**config.mk**
```make
export PLATFORM = sky130hd
export DESIGN_NAME = packet_parser
export DESIGN_NICKNAME = d
export VERILOG_FILES = /design/src/rtl/packet_parser.sv
export SDC_FILE = /design/constraint.sdc
export NUM_CORES = 1
export LEC_CHECK = 0
export BUFFER_PORTS_ARGS = -buffer_cell sky130_fd_sc_hd__buf_2
export CAP_MARGIN = 20
export CELL_PAD_IN_SITES_DETAIL_PLACEMENT = 2
export CELL_PAD_IN_SITES_GLOBAL_PLACEMENT = 2
export CORE_MARGIN = 1.5
export CORE_UTILIZATION = 35
export CTS_CLUSTER_SIZE = 25
export DETAILED_ROUTE_END_ITERATION = 10
export PLACE_DENSITY_LB_ADDON = 0.1
export SLEW_MARGIN = 20
export SYNTH_ARGS = -nofsm -noshare
export SYNTH_HDL_FRONTEND = slang
export SYNTH_SLANG_ARGS = --single-unit
```
**constraint.sdc**
```tcl
create_clock -name clk_pixel -period 15.8 [get_ports clk_pixel]
set_clock_uncertainty 0.15 [all_clocks]
set_input_delay 2.37 -clock clk_pixel [delete_from_list [all_inputs] [get_ports clk_pixel]]
set_output_delay 2.37 -clock clk_pixel [all_outputs]
set_load 0.005 [all_outputs]
```
**src/rtl/packet_parser.sv**
```systemverilog
// Sink-side data-island packet parser: captures BCH-checked packets, decodes ACR and AVI
// contents, and unpacks audio sample packets into a first-word fall-through FIFO.
module packet_parser #(
  parameter int unsigned AUDIO_BIT_WIDTH = 24,
  parameter int unsigned FIFO_DEPTH      = 8
) (
  input  logic                            clk_pixel,
  input  logic                            reset_n,
  input  logic                            packet_valid,
  input  logic                            packet_error,
  input  logic [23:0]                     header,
  input  logic [3:0][55:0]                sub,
  output logic                            audio_valid,
  input  logic                            audio_ready,
  output logic [1:0][AUDIO_BIT_WIDTH-1:0] audio_sample_word,
  output logic                            audio_block_start,
  output logic [19:0]                     acr_n,
  output logic [19:0]                     acr_cts,
  output logic                            acr_update,
  output logic [6:0]                      video_id_code,
  output logic                            avi_valid,
  output logic                            checksum_error,
  output logic                            parity_error,
  output logic [7:0]                      dropped_samples
);

  localparam int unsigned W      = AUDIO_BIT_WIDTH;
  localparam int unsigned PtrW   = $clog2(FIFO_DEPTH);
  localparam int unsigned EntryW = 2 * W + 1;

  typedef enum logic [0:0] {StIdle, StUnpack} state_e;

  logic                  pkt_accept;
  logic [23:0]           hdr_q;
  logic [3:0][55:0]      sub_q;
  logic                  pkt_new_q;
  logic [7:0]            pkt_type;
  logic [3:0]            hb1_present;
  logic [3:0]            hb2_block;
  logic [7:0]            csum;

  state_e                state_q;
  logic [1:0]            slot_q;
  logic [55:0]           slot_data;
  logic                  parity_bad;
  logic                  push_req;
  logic                  push_ok;
  logic                  pop;
  logic                  full;
  logic                  overflow_drop;
  logic [2:0]            preempt_cnt;
  logic [8:0]            drop_sum;
  logic [EntryW-1:0]     entry;
  logic [EntryW-1:0]     head;

  logic [EntryW-1:0]     mem_q [FIFO_DEPTH];
  logic [PtrW-1:0]       wr_ptr_q;
  logic [PtrW-1:0]       rd_ptr_q;
  logic [PtrW:0]         count_q;

  assign pkt_accept  = packet_valid && !packet_error;
  assign pkt_type    = hdr_q[7:0];
  assign hb1_present = hdr_q[11:8];
  assign hb2_block   = hdr_q[23:20];

  // Packet buffer data; validity is tracked separately by pkt_new_q.
  always_ff @(posedge clk_pixel) begin
    if (pkt_accept) begin
      hdr_q <= header;
      sub_q <= sub;
    end
  end

  // One-cycle flag marking a freshly loaded buffer for dispatch.
  always_ff @(posedge clk_pixel) begin
    if (!reset_n) pkt_new_q <= 1'b0;
    else          pkt_new_q <= pkt_accept;
  end

  // InfoFrame checksum over the three header bytes and all 28 subpacket bytes.
  always_comb begin
    csum = hdr_q[7:0] + hdr_q[15:8] + hdr_q[23:16];
    for (int i = 0; i < 4; i++) begin
      for (int b = 0; b < 7; b++) begin
        csum = csum + sub_q[i][8*b +: 8];
      end
    end
  end

  // ACR and InfoFrame field updates, one cycle after the buffer loads.
  always_ff @(posedge clk_pixel) begin
    if (!reset_n) begin
      acr_n          <= '0;
      acr_cts        <= '0;
      acr_update     <= 1'b0;
      video_id_code  <= '0;
      avi_valid      <= 1'b0;
      checksum_error <= 1'b0;
    end else begin
      acr_update     <= 1'b0;
      checksum_error <= 1'b0;
      if (pkt_new_q) begin
        if (pkt_type == 8'h01) begin
          acr_cts    <= {sub_q[0][11:8], sub_q[0][23:16], sub_q[0][31:24]};
          acr_n      <= {sub_q[0][35:32], sub_q[0][47:40], sub_q[0][55:48]};
          acr_update <= 1'b1;
        end
        if (pkt_type[7:4] == 4'h8) begin
          if (csum != 8'h00) begin
            checksum_error <= 1'b1;
          end else if (pkt_type == 8'h82) begin
            video_id_code <= sub_q[0][38:32];
            avi_valid     <= 1'b1;
          end
        end
      end
    end
  end

  // Unpack FSM: walks slots 0..3 of the buffered audio packet, one per cycle.
  always_ff @(posedge clk_pixel) begin
    if (!reset_n) begin
      state_q <= StIdle;
      slot_q  <= 2'd0;
    end else begin
      unique case (state_q)
        StIdle: begin
          // A packet accepted on the start cycle overwrites the buffer, so do not start.
          if (pkt_new_q && pkt_type == 8'h02 && !pkt_accept) begin
            state_q <= StUnpack;
            slot_q  <= 2'd0;
          end
        end
        StUnpack: begin
          if (pkt_accept || slot_q == 2'd3) state_q <= StIdle;
          else                              slot_q  <= slot_q + 2'd1;
        end
        default: state_q <= StIdle;
      endcase
    end
  end

  assign slot_data  = sub_q[slot_q];
  assign parity_bad = ((^slot_data[23:0]) ^ (^slot_data[51:48])) |
                      ((^slot_data[47:24]) ^ (^slot_data[55:52]));
  assign push_req   = (state_q == StUnpack) && hb1_present[slot_q];
  assign entry      = {hb2_block[slot_q], slot_data[23 -: W], slot_data[47 -: W]};

  // Count depth is a power of two, so the count MSB alone flags full.
  assign full          = count_q[PtrW];
  assign pop           = audio_valid && audio_ready;
  assign push_ok       = push_req && (!full || pop);
  assign overflow_drop = push_req && !push_ok;

  // Slots not yet handled when a new packet preempts; the current slot is still processed.
  always_comb begin
    preempt_cnt = '0;
    if (pkt_accept) begin
      if (state_q == StUnpack) begin
        for (int i = 0; i < 4; i++) begin
          if (2'(i) > slot_q && hb1_present[i]) preempt_cnt = preempt_cnt + 3'd1;
        end
      end else if (pkt_new_q && pkt_type == 8'h02) begin
        for (int i = 0; i < 4; i++) begin
          if (hb1_present[i]) preempt_cnt = preempt_cnt + 3'd1;
        end
      end
    end
  end

  assign drop_sum = {1'b0, dropped_samples} + {6'd0, preempt_cnt} + {8'd0, overflow_drop};

  // Drop counter and parity pulse, aligned with the slot's push cycle.
  always_ff @(posedge clk_pixel) begin
    if (!reset_n) begin
      dropped_samples <= '0;
      parity_error    <= 1'b0;
    end else begin
      dropped_samples <= drop_sum[8] ? 8'hff : drop_sum[7:0];
      parity_error    <= push_req && parity_bad;
    end
  end

  // FIFO storage; contents need no reset because the head is gated by audio_valid.
  always_ff @(posedge clk_pixel) begin
    if (push_ok) mem_q[wr_ptr_q] <= entry;
  end

  // FIFO pointers and occupancy.
  always_ff @(posedge clk_pixel) begin
    if (!reset_n) begin
      wr_ptr_q <= '0;
      rd_ptr_q <= '0;
      count_q  <= '0;
    end else begin
      if (push_ok) wr_ptr_q <= wr_ptr_q + 1'b1;
      if (pop)     rd_ptr_q <= rd_ptr_q + 1'b1;
      if (push_ok && !pop)      count_q <= count_q + 1'b1;
      else if (!push_ok && pop) count_q <= count_q - 1'b1;
    end
  end

  assign head                 = mem_q[rd_ptr_q];
  assign audio_valid          = (count_q != '0);
  assign audio_sample_word[0] = audio_valid ? head[2*W-1:W] : '0;
  assign audio_sample_word[1] = audio_valid ? head[W-1:0]   : '0;
  assign audio_block_start    = audio_valid & head[2*W];

endmodule

```
==> impl.org <==
** Power
- Peak supply drop :: 520 uV
- For this design the ratio of total power to cell area is 247 mW/mm2.
- Static leakage :: 0.0136 uW

** Final layout
- After filler insertion, the fill cell instance count of the layout stands at 8805.
- Finished Cell Area :: 0.0385 mm2
- For this run, the post-layout net count is 2700.
- Layout overhead on the synthesized area :: 18.5%
- Final instance count without filler cells :: 3543
- In the final layout, the share of cells above drive strength 1 is slightly below 30%.

** Synthesis
- After synthesis, the share of flip-flops with an asynchronous set or reset is 0%.
- Number of synthesized register bits :: 716
- The number of nets in the synthesized netlist is 2296.
- Yosys Warn Count :: 0
- The synthesized netlist devotes 4.14% of its cell area to XOR and XNOR gates.
- Biggest area contributors in the synthesized netlist :: edfxtp_1 (59%), fa_1 (11%), mux4_2 (10%), dfxtp_1 (4.7%), xnor2_1 (3.0%)
- Among all flip-flop cells after synthesis, the most frequent one is edfxtp_1.
- The commonest cells after synthesis are edfxtp_1 (640), fa_1 (180), inv_1 (158).
- edfxtp_1 is the most common cell in the netlist.
- By area, the combinational part of the netlist is dominated by adder cells.
- The synthesized netlist devotes around 13% of its cell area to adder and majority cells.
- The biggest area contributor in the post-synthesis netlist is edfxtp_1.
- The synthesized netlist devotes between 1.5 and 2% of its cell area to compound gates.
- Number of distinct library cells after synthesis :: 50
- Summing the areas of all and, or, nand and nor instances in the mapped netlist gives 2.96% of the synthesized area.
- Mux share of post-synthesis cell area :: roughly an eighth
- The synthesized netlist occupies a cell area of between 0.03 and 0.04 mm2.
- Mapped Cells :: 1825
- Mapped Avg Cell Area :: 17.8 um2
- Yosys mapped a number of flops with a built-in enable equal to 640.
- Share of synthesized area occupied by flip-flops and latches :: 63.9%
- Portion of synthesized cell area occupied by the leading cell type :: 59.2%

** Timing
- Static timing analysis puts the maximum clock frequency at roughly 130 MHz.
- The number of pins exceeding their max-slew limit in the final report came to 0.
- Setup violators final :: 0
- For the pin with the worst max-slew slack, the measured transition is 1.01 ns.
- Dividing the final minimum period by the clock period gives 47.4%.
- Adding up every negative setup slack in the final design gives 0 ns.
- Measured against its own limit, the worst slew margin works out to around a third.
- The final-report hold violation count was 0.
- Unrepaired setup endpoints after global routing :: no
- The smallest clock period supported by the final layout is computed as approximately 7.5 ns.

** Die
- Number of primary I/O pins :: 362
- Floorplan die height :: 308 um
- Width of the die :: roughly 310 um
- Area inside the core boundary :: 0.0918 mm2
- Total die area :: 0.0946 mm2
- Initial Util :: between 30% and 40%
- FP Rows :: 111

** Worst setup path
- Data required time of the worst path :: approximately 16 ns
- The worst register-to-register path begins at sub_q[170].
- Critical path type :: reg -> reg
- FF-to-FF End :: video_id_code[0]
- Series of cell instances along the critical path :: fa_1, inv_1, fa_1, fa_1, inv_1, fa_1, fa_1, inv_1, fa_1, fa_1, inv_1, fa_1, ha_1, inv_1, fa_1, nor4b_1, nand4_1, nor3_1, nand3_1, a21oi_1
- By instance count, the cell type seen most on the critical path is fa_1.
- For this run, the slowest stage of the critical path takes slightly below 0.9 ns.
- Data on the critical path arrives at its endpoint at 7.89 ns.
- CP Capture Type :: flip-flop
- Setup slack on the worst reg-to-reg path comes out at between 8 and 9 ns.
- Worst Reg2Reg Path Length in Cells :: 20
- Critical Path Start Type :: flip-flop
- Largest fanout of any net on the critical path :: 8
- For this design, the slowest cell found on the critical path is nor3_1.

** Route
- DR iter-0 viols :: ~1000
- In the routed design, unresolved DRC markers number 0.
- Via/cell ratio :: 4.91
- First-pass iteration count of the detailed router :: 5
- In the final routed layout, each cell accounts on average for between 20 and 30 um.
- Across all layers, the routed design uses roughly 17000 vias.
- DRT Wirelength :: 101 mm
- The detail route stage leaves a number of antenna-violating nets equal to 0.

** Global routing
- Global route overflow :: 0
- The first global-routing pass estimated 146 mm of wire.
- Largest net degree at the start of global routing :: 84
- Tot GR Track Use :: 21.8%
- The number of antenna violations at the first check in global routing came to 12.
- Number of global-route vias before repair :: 20200

** Clocking
- H-Tree Level Count :: 3
- # hold bufs at CTS :: 0
- Buffer type at the clock tree root :: clkbuf_16
- No sink is reached through more buffers than the 3 on the longest clock path.
- Buffers added to address setup during post-CTS repair amount to 0.
- Counting the buffers created by CTS gives 81.
- Counting every sink on the clock net gives 716.
- Clock-pin transition on the worst setup and hold timing paths :: 0.06 ns
- Number of gates given a new drive strength after cts :: 0
- TritonCTS built the clock tree.
- Clock latency of the later-clocked register in the worst-skew pair :: 0.65 ns

** Min path
- Along the worst hold path, the cell count comes to 2.
- Worst Hold Path EP :: acr_cts[3]
- Worst min-delay path class :: reg -> reg
- Origin of the worst min-delay path :: acr_cts[3]

** Placed design
- Count of input and output buffers :: roughly 360
- The wire-length estimate of the detail-placed layout is 74.6 mm.
- The placed instances occupy a cell area of 0.0357 mm2.
- # placed instances :: 3389
- The congestion estimate from routability-driven global placement came to 0.825.

** Run
- MaxCap Viol Count :: 0

** Status
- Result of the run :: finished clean
## where the power goes
group          internal [uW]  switching, uW
clock network           1100            809
logic                   2390           3010
registers               2120           74.1
total                   5620           3890
## registers in the layout, indices dropped and copies added, names as in the netlist, 3 cells and up, named ones only
signal	cells
video_id_code	7
hdr_q	24
wr_ptr_q	3
sub_q	224
rd_ptr_q	3
mem_q	392
count_q	4
acr_cts	20
dropped_samples	8
acr_n	20
## cell families after synthesis
| family | Yosys count |
|---|---|
| AND/OR/NAND/NOR | 224 |
| flip-flops | 716 |
| adder cells (fa/ha/maj) | 218 |
| multiplexers | 204 |
| AO/OA/AOI/OAI | 93 |
| buffers and inverters | 225 |
| XOR/XNOR | 145 |
## how the worst max path moves through the flow
stage | from | endpoint | slack, ns
floorplan | packet_valid | dropped_samples[2] | 4.18
global placement | sub_q[170] | video_id_code[1] | 8.53
detailed placement | sub_q[170] | video_id_code[0] | 8.30
CTS | sub_q[170] | video_id_code[0] | 8.27
global route | sub_q[170] | video_id_code[0] | 8.00
finish | sub_q[170] | video_id_code[0] | 8.32
## metal layers
layer | routed length, um | global-route usage, % | vias to the layer above | share of wire, %
li1 | - | - | 7494 | -
met1 | 41300 | 27.3 | 9370 | 41
met2 | 53000 | 38.8 | 401 | 52
met3 | 4730 | 3.95 | 120 | 4.7
met4 | 1980 | 5.08 | 10 | 2.0
met5 | 69 | 0 | - | 0.068
## final cells by class
| class | instances | area (um2) | share of cell area [%] |
|---|---|---|---|
| Tap cell | 1243 | 1560 | 4.04 |
| Clock buffer | 102 | 2170 | 5.65 |
| Timing Repair Buffer | 386 | 2000 | 5.19 |
| Sequential cell | 716 | 20800 | 53.9 |
| Antenna cell | 4 | 10.0 | 0.0260 |
| Inverter | 160 | 601 | 1.56 |
| Multi-Input combinational cell | 884 | 10800 | 28.2 |
| Clock inverter | 48 | 539 | 1.40 |
## metrics by stage
| step | util [%] | hold slack (ns) | worst slack, ns | total power, uW |
|---|---|---|---|---|
| 2_1_floorplan | - | 0.266 | 4.18 | 6550 |
| 3_3_place_gp | 38.9 | 0.294 | 8.53 | 7640 |
| 3_5_place_dp | 38.9 | 0.305 | 8.30 | 7770 |
| 4_1_cts | 41.9 | 0.319 | 8.27 | 9720 |
| 5_1_grt | 41.9 | 0.337 | 8.00 | 10300 |
| 6_report | 41.9 | 0.312 | 8.32 | 9510 |
## layout by cell type (no fill, tap or decap), types with 4 or more instances in the layout
master     instances
clkinv_16          4
nand3_1           13
clkbuf_16         83
buf_4             24
clkinv_2          13
xor2_1            27
fa_1             180
clkbuf_1          16
dfxtp_1           71
a21o_1             4
clkinv_1          17
xnor2_1          110
nor2_1            75
nor3b_2            4
buf_2            361
edfxtp_1         640
nor3_1             4
nor2b_1            5
ha_1              38
nand2_1           98
mux4_2           147
xnor2_2            6
bufinv_16          7
inv_1            158
diode_2            4
o21ai_0           14
mux2i_1           56
a21oi_1           66
## worst max-delay path: cells and delay by family, from the launching register on
| kind | cells | cell delay (ns) |
|---|---|---|
| AOI/OAI and AO/OA | 1 | 0.17 |
| adders and majority gates | 10 | 4.73 |
| DFF | 1 | 0.41 |
| buffers and inverters | 5 | 0.30 |
| and+or+nand+nor | 4 | 1.63 |
No activity file was read; power rests on OpenSTA's default activity.
